`src/rtl/serial_display_pkg.sv`:
```
// Shared constants and the Code-B segment lookup for the serial display receiver.
// Optional feature macro: SERIAL_RX_CODEB_EN (consumed by serial_display_receiver).
package serial_display_pkg;

    localparam int FRAME_BITS = 16;

    localparam logic [3:0] ADDR_NOOP      = 4'h0;
    localparam logic [3:0] ADDR_DIGIT0    = 4'h1;
    localparam logic [3:0] ADDR_DIGIT7    = 4'h8;
    localparam logic [3:0] ADDR_DECODE    = 4'h9;
    localparam logic [3:0] ADDR_INTENSITY = 4'hA;
    localparam logic [3:0] ADDR_SCAN      = 4'hB;
    localparam logic [3:0] ADDR_SHUTDOWN  = 4'hC;
    localparam logic [3:0] ADDR_TEST      = 4'hF;

    localparam logic [7:0] RST_DIGIT     = 8'h00;
    localparam logic [7:0] RST_DECODE    = 8'h00;
    localparam logic [3:0] RST_INTENSITY = 4'h0;
    localparam logic [2:0] RST_SCAN      = 3'h0;
    localparam logic       RST_SHUTDOWN  = 1'b1;
    localparam logic       RST_TEST      = 1'b0;

    // Code-B decode: low nibble selects the glyph, bit 7 carries the decimal point.
    // Segment order is DP,A,B,C,D,E,F,G from bit 7 down to bit 0.
    function automatic logic [7:0] codeb_segments(input logic [7:0] stored);
        logic [6:0] seg;
        case (stored[3:0])
            4'h0:    seg = 7'h7E;
            4'h1:    seg = 7'h30;
            4'h2:    seg = 7'h6D;
            4'h3:    seg = 7'h79;
            4'h4:    seg = 7'h33;
            4'h5:    seg = 7'h5B;
            4'h6:    seg = 7'h5F;
            4'h7:    seg = 7'h70;
            4'h8:    seg = 7'h7F;
            4'h9:    seg = 7'h7B;
            4'hA:    seg = 7'h01;  // '-'
            4'hB:    seg = 7'h4F;  // 'E'
            4'hC:    seg = 7'h37;  // 'H'
            4'hD:    seg = 7'h0E;  // 'L'
            4'hE:    seg = 7'h67;  // 'P'
            default: seg = 7'h00;  // blank
        endcase
        return {stored[7], seg};
    endfunction

endpackage

```
`src/rtl/serial_input_sync.sv`:
```
// Multi-flop synchroniser followed by a registered rising-edge detector.
// level and rise are aligned: rise is high in the first cycle level reads 1.
module serial_input_sync #(
    parameter int SYNC_STAGES = 2
) (
    input  logic clk,
    input  logic srst,
    input  logic pin,
    output logic level,
    output logic rise
);

    logic [SYNC_STAGES-1:0] sync_reg;
    logic                   edge_reg;
    logic                   rise_reg;

    // Synchroniser chain, edge-detect flop and registered rising-edge strobe.
    always_ff @(posedge clk) begin
        if (srst) begin
            sync_reg <= '0;
            edge_reg <= 1'b0;
            rise_reg <= 1'b0;
        end else begin
            sync_reg <= {sync_reg[SYNC_STAGES-2:0], pin};
            edge_reg <= sync_reg[SYNC_STAGES-1];
            rise_reg <= sync_reg[SYNC_STAGES-1] & ~edge_reg;
        end
    end

    assign level = edge_reg;
    assign rise  = rise_reg;

endmodule

```
`src/rtl/serial_display_receiver.sv`:
```
// Receive end of the serial display link: decodes 16-bit frames into a
// MAX7219-style register file. Define SERIAL_RX_CODEB_EN to enable Code-B decode
// of digits whose decode-mode bit is set.
module serial_display_receiver
    import serial_display_pkg::*;
#(
    parameter int SYNC_STAGES = 2
) (
    input  logic        i_clk,
    input  logic        i_reset,
    input  logic        i_serial_dout,
    input  logic        i_serial_load,
    input  logic        i_serial_clk,
    output logic [63:0] o_digits,
    output logic [7:0]  o_decode_mode,
    output logic [3:0]  o_intensity,
    output logic [2:0]  o_scan_limit,
    output logic        o_shutdown,
    output logic        o_test,
    output logic        o_frame_valid,
    output logic        o_frame_error
);

    logic dout_level, dout_rise_unused;
    logic clk_level_unused, clk_rise;
    logic load_level, load_rise;

    serial_input_sync #(.SYNC_STAGES(SYNC_STAGES)) u_sync_dout (
        .clk(i_clk), .srst(i_reset), .pin(i_serial_dout),
        .level(dout_level), .rise(dout_rise_unused)
    );
    serial_input_sync #(.SYNC_STAGES(SYNC_STAGES)) u_sync_clk (
        .clk(i_clk), .srst(i_reset), .pin(i_serial_clk),
        .level(clk_level_unused), .rise(clk_rise)
    );
    serial_input_sync #(.SYNC_STAGES(SYNC_STAGES)) u_sync_load (
        .clk(i_clk), .srst(i_reset), .pin(i_serial_load),
        .level(load_level), .rise(load_rise)
    );

    // Only address and data bits are kept; the top nibble of a frame is never used.
    logic [11:0] shift_reg, shift_next;
    logic [4:0]  count_reg, count_shift, count_next;
    logic        load_prev_reg;
    logic [7:0]  digit_reg [8];
    logic [7:0]  decode_reg;
    logic [3:0]  intensity_reg;
    logic [2:0]  scan_reg;
    logic        shutdown_reg, test_reg, valid_reg, error_reg;

    logic [3:0]  frame_addr;
    logic [7:0]  frame_data;
    logic        frame_full;
    logic [2:0]  digit_idx;

    // Shift a bit in (gated by the load level of the previous cycle), then
    // decide whether a commit in this same cycle sees a full frame.
    always_comb begin
        shift_next  = shift_reg;
        count_shift = count_reg;
        if (clk_rise && !load_prev_reg) begin
            shift_next = {shift_reg[10:0], dout_level};
            if (count_reg != 5'(FRAME_BITS)) begin
                count_shift = count_reg + 5'd1;
            end
        end
        count_next = load_rise ? 5'd0 : count_shift;
    end

    assign frame_full = (count_shift == 5'(FRAME_BITS));
    assign frame_addr = shift_next[11:8];
    assign frame_data = shift_next[7:0];
    assign digit_idx  = 3'(frame_addr - ADDR_DIGIT0);

    // Frame assembly, commit and register-file writes.
    always_ff @(posedge i_clk) begin
        if (i_reset) begin
            shift_reg     <= '0;
            count_reg     <= '0;
            load_prev_reg <= 1'b0;
            for (int i = 0; i < 8; i++) digit_reg[i] <= RST_DIGIT;
            decode_reg    <= RST_DECODE;
            intensity_reg <= RST_INTENSITY;
            scan_reg      <= RST_SCAN;
            shutdown_reg  <= RST_SHUTDOWN;
            test_reg      <= RST_TEST;
            valid_reg     <= 1'b0;
            error_reg     <= 1'b0;
        end else begin
            shift_reg     <= shift_next;
            count_reg     <= count_next;
            load_prev_reg <= load_level;
            valid_reg     <= 1'b0;
            error_reg     <= 1'b0;
            if (load_rise) begin
                if (frame_full) begin
                    valid_reg <= 1'b1;
                    if (frame_addr >= ADDR_DIGIT0 && frame_addr <= ADDR_DIGIT7) begin
                        digit_reg[digit_idx] <= frame_data;
                    end else begin
                        case (frame_addr)
                            ADDR_DECODE:    decode_reg    <= frame_data;
                            ADDR_INTENSITY: intensity_reg <= frame_data[3:0];
                            ADDR_SCAN:      scan_reg      <= frame_data[2:0];
                            ADDR_SHUTDOWN:  shutdown_reg  <= ~frame_data[0];
                            ADDR_TEST:      test_reg      <= frame_data[0];
                            default: ;  // no-op and unused addresses
                        endcase
                    end
                end else begin
                    error_reg <= 1'b1;
                end
            end
        end
    end

    genvar gi;
    generate
        for (gi = 0; gi < 8; gi++) begin : g_digit
`ifdef SERIAL_RX_CODEB_EN
            assign o_digits[8*gi +: 8] = decode_reg[gi] ? codeb_segments(digit_reg[gi])
                                                        : digit_reg[gi];
`else
            assign o_digits[8*gi +: 8] = digit_reg[gi];
`endif
        end
    endgenerate

    assign o_decode_mode = decode_reg;
    assign o_intensity   = intensity_reg;
    assign o_scan_limit  = scan_reg;
    assign o_shutdown    = shutdown_reg;
    assign o_test        = test_reg;
    assign o_frame_valid = valid_reg;
    assign o_frame_error = error_reg;

endmodule

```
`config.mk`:
```
export PLATFORM = sky130hd
export DESIGN_NAME = serial_display_receiver
export DESIGN_NICKNAME = d
export VERILOG_FILES = /design/src/rtl/serial_display_pkg.sv /design/src/rtl/serial_input_sync.sv /design/src/rtl/serial_display_receiver.sv
export SDC_FILE = /design/constraint.sdc
export NUM_CORES = 1
export LEC_CHECK = 0
export ABC_AREA = 1
export BUFFER_PORTS_ARGS = -buffer_cell sky130_fd_sc_hd__buf_2
export CAP_MARGIN = 25
export CORE_ASPECT_RATIO = 1.75
export CORE_MARGIN = 8
export CORE_UTILIZATION = 49
export DETAILED_ROUTE_END_ITERATION = 12
export PLACE_DENSITY = 0.75
export REMOVE_ABC_BUFFERS = 1
export SKIP_LAST_GASP = 1
export SLEW_MARGIN = 15
export SYNTH_ARGS = -nofsm -noshare
export SYNTH_HDL_FRONTEND = slang
export SYNTH_SLANG_ARGS = --single-unit
```
`constraint.sdc`:
```
create_clock -name i_clk -period 2.85 [get_ports i_clk]
set_input_delay 0 -clock i_clk [delete_from_list [all_inputs] [get_ports i_clk]]
set_output_delay 0 -clock i_clk [all_outputs]
set_load 0.005 [all_outputs]
```
# == Word level (Yosys, flattened, before mapping) ==
# Memory sizes are Yosys's and may differ from the RTL's.
# Index checks and enable logic that the tools add are counted.
# op_classes
muxes,15
addsub,2
eq_ne,7
reduce_logical,11
bitwise,7
order_cmp,2
# ops
operator,count
"4-bit == test, second input constant",5
4-bit AND reduction,5
12-bit 2-to-1 mux,1
1-bit 2-to-1 mux,10
5-bit 2-to-1 mux,2
8-bit 2-to-1 mux,1
8-bit OR reduction,1
"5-bit by 1-bit adder with 5-bit output, second input constant",1
"5-bit == test, second input constant",1
"5-bit != test, second input constant",1
1-bit NOT,5
"4-bit by 1-bit >= comparator with 1-bit output, second input constant",1
"4-bit less-or-equal comparator, second input constant",1
2-bit OR reduction,2
3-bit 2-to-1 mux,1
"3-bit by 1-bit subtractor with 3-bit output, second input constant",1
1-bit bitwise AND,2
1-bit logical AND,2
1-bit logical NOT,1
# word_totals
regBits,48
out_inout_bits,83
ram_bits,64
in_bits,5
word_cells,63
mem_count,1
# mem_list
name,words,word_bits,read_ports,rd_ports_with_merged_regs,wr,line,source
digit_reg,8,8,8,0,8,serial_display_receiver.sv:45,logic [7:0] digit_reg [8];

# == Longest topological paths before layout ==
# logic_depth
depth_word,12
depth_mapped,17

# == Cells and area by module ==
# A second synthesis with hierarchy kept.
# unflattened
cells_unflattened,449
area_unflattened_um2,4475.5
# by_module_without_submodules
mod,seq_area_each_um2,cells_each,area_each_um2,instances
serial_display_receiver,2662.6,413,4130.2,1
serial_input_sync,80.1,12,115.1,3

# == Worst setup path before layout ==
# No wires, ideal clock.
# synth_path
path_type,register to register
from,reg u_sync_clk.rise_reg (netlist: u_sync_clk.rise)
to,"mem digit_reg[1][0], enable pin"
n_path_buf,1
required_ps,2521
slack_ps,131
stages_incl_launch_ff,11
period_less_slack_ps,2719
t_arrival_ps,2390
cell_sequence,dfxtp_1 > nand2_2 > buf_2 > o21ai_2 > ha_1 > inv_1 > xor2_1 > inv_1 > nor2_1 > nand3_4 > nand2_1
# synth_lines
element,line,source
from (decl),serial_input_sync.sv:15,logic rise_reg;
from (signal assigned),serial_input_sync.sv:26,rise_reg <= sync_reg[SYNC_STAGES-1] & ~edge_reg;
to (decl),serial_display_receiver.sv:45,

==> reports/results.ini <==
[status]
status = complete, no violations

[final_layout]
final_cell_mix = nor2_1 (119), buf_2 (87), nand2_1 (71)
largest_register_ffs = 64
final_nets = 576
antenna_cells = 0
layout_commonest_cell = nor2_1
fin_area_um2 = 5504
layout-drive-gt1-share_pct = 25.44
syn2layout_area_growth_pct = 20.82

[global_route]
grt_use_total_pct = 15.84
overflow = 0
grt_pass1_vias = 3256
grt_max_degree = 28
antenna_found_initial = 0
grt_pass1_wl_um = 15370

[power]
powerDensity_nw_per_um2 = 565.2
power.leakage_nw = 2.362
peakVddDrop_v = 0.0003839

[worst_setup_path]
setup.worst_path.end_class = register
worst_path_max_delay_cell = dfxtp_1
worstPathRequired_ns = 2.87
crit_top_cell = inv_1
critical_path.max_stage_delay_ns = 0.35
cp-start-kind = register
cp_max_fo = 9
arrival_ns = 2.66
r2r_setup_slack_ns = 0.21
worstSetupPathType = register to register
critPathBufInv = 3
worstPathCellList = inv_2 > nor2_4 > or2_2 > o21ai_1 > ha_1 > inv_1 > xor2_1 > inv_1 > nor2_1 > nand3_4 > nand2_1
path_delay_family = simple AND/OR/NAND/NOR gates

[drt]
num_vias = 3301
dr.pass1.iters = 4
dr_wl_met2_um = 5330
wire_per_inst_um = 13.77
routed.top_layer = met4
ant_nets = 0
wl_met3_um = 625
drt-met1-wl_um = 3381
initialDrtViolationCount = 215
vias_per_cell = 4.784
drc = 0
wirelength_um = 9499

[logic_synthesis]
ys_seq_area_share_pct = 63.28
ys_types = 29
yosys.area.top_type = edfxtp_1
netlist_instances = 461
synth_area_um2 = 4556
synth_area_leaders = edfxtp_1 (42%), dfxtp_1 (21%), nor2_1 (9.8%)
synth_top_area_share_pct = 42.19
ys_seq_elements = 112
yosys_warnings = 0
synth_area_per_cell_um2 = 9.882

[floorplanning]
core_um2 = 9036
boundaryPins = 88
num_rows = 46
die_area_um2 = 12760
initial_core_util_pct = 50.42
die_h_um = 143.6
die_x_um = 88.89

[sta]
tns_ns = 0
fmax_mhz = 378.2
tightest_slew_ns = 0.9440
setup_slack_ns = 0.2058
finClkSkew_ns = 0.005545
min_period_ns = 2.644
grt_setup_unrepaired = false
finalCritPeriodShare_pct = 92.78
hold_viol = 0
final_max_slew_viol_count = 0
setup_viol = 0
maxSlewHeadroom_pct = 36.64

[placed_design]
dp_hpwl_um = 7214
io_buffer_count = 87
gp_congestion = 0.8413
post-place-ws_ns = 0.1878
dpl_cell_area_um2 = 5196

[clocking]
htree_levels = 3
insertion_delay_ns = 0.34
root_buffer = clkbuf_16
cts_setup_buffers = 0
cts_tree = yes
cts_made_buffers = 9
clockBufferDepth = 2
clock_sinks = 112
path_clk_slew_ns = 0.07

[run]
maxCapViolations = 0

[hold_path]
worstHoldPathType = input port to register

cell type report:
| class | count | area, um2 |
|---|---|---|
| fillers | 794 | 3532 |
| flip-flops and latches | 112 | 2883 |
| multi-input cells | 269 | 1365 |
| repair buffers | 107 | 593.1 |
| inverters | 66 | 247.7 |
| clock buffers | 10 | 229.0 |
| well taps | 120 | 150.1 |
| clock inverters | 6 | 36.28 |
cell families (layout without fill, tap and decap cells):
kind of cell             Yosys count  after routing  synth area share (%)
AND/OR/NAND/NOR                  246            246                 25.90
flip-flops                       112            112                 63.28
buffers and inverters             80            189                 6.866
AO/OA/AOI/OAI                     14             14                 1.676
adder cells (fa/ha/maj)            6              6                 1.648
multiplexers                       2              2                0.4395
XOR/XNOR                           1              1                0.1923
where the power goes:
part           switching [mW]  leakage, nW  internal (mW)
logic                   0.148         1.23         0.0725
clock network           0.527        0.130          0.587
registers              0.0167         1.00           1.76
total                   0.692         2.36           2.42
metal layers:
metal / global-route usage [%] / up-vias
li1: - / 1678
met1: 15.55 / 1504
met2: 29.95 / 108
met3: 3.318 / 11
met4: 7.085 / 0
met5: 0 / -
Yosys cell counts (all sizes together):
library cell / number
a21oi: 2
buf: 6
clkbuf: 8
clkinv: 1
dfxtp: 48
edfxtp: 64
ha: 6
inv: 65
mux2i: 2
nand2: 76
nand3: 19
nand4: 21
nor2: 123
nor3: 5
o21ai: 11
o21bai: 1
or2: 2
xor2: 1
path summary, 6_finish.rpt:
path               startpoint         endpoint  depth (start not counted)
max           u_sync_clk.rise  digit_reg[2][7]                         11
min                   i_reset    shift_reg[11]                          2
max reg2reg   u_sync_clk.rise  digit_reg[2][7]                         11
min reg2reg  u_sync_clk.level  u_sync_clk.rise                          1
per-stage QoR:
stage,instances,power [mW],hold WS [ns],util (%)
after global placement,670,2.024,0.2042,57.50
after global routing,690,3.228,0.1210,60.91
after floorplan,447,1.926,0.07118,-
final,690,3.111,0.09946,60.91
after CTS,689,3.138,0.09298,60.77
after detailed placement,670,2.030,0.2049,57.50
what timing repair did:
action	4_1_cts	5_1_grt
gates resized for setup	0	3
endpoints found under the hold margin	3	0
setup endpoints to repair	0	24
hold buffers	3	0
No activity file was read; power rests on OpenSTA's default activity.
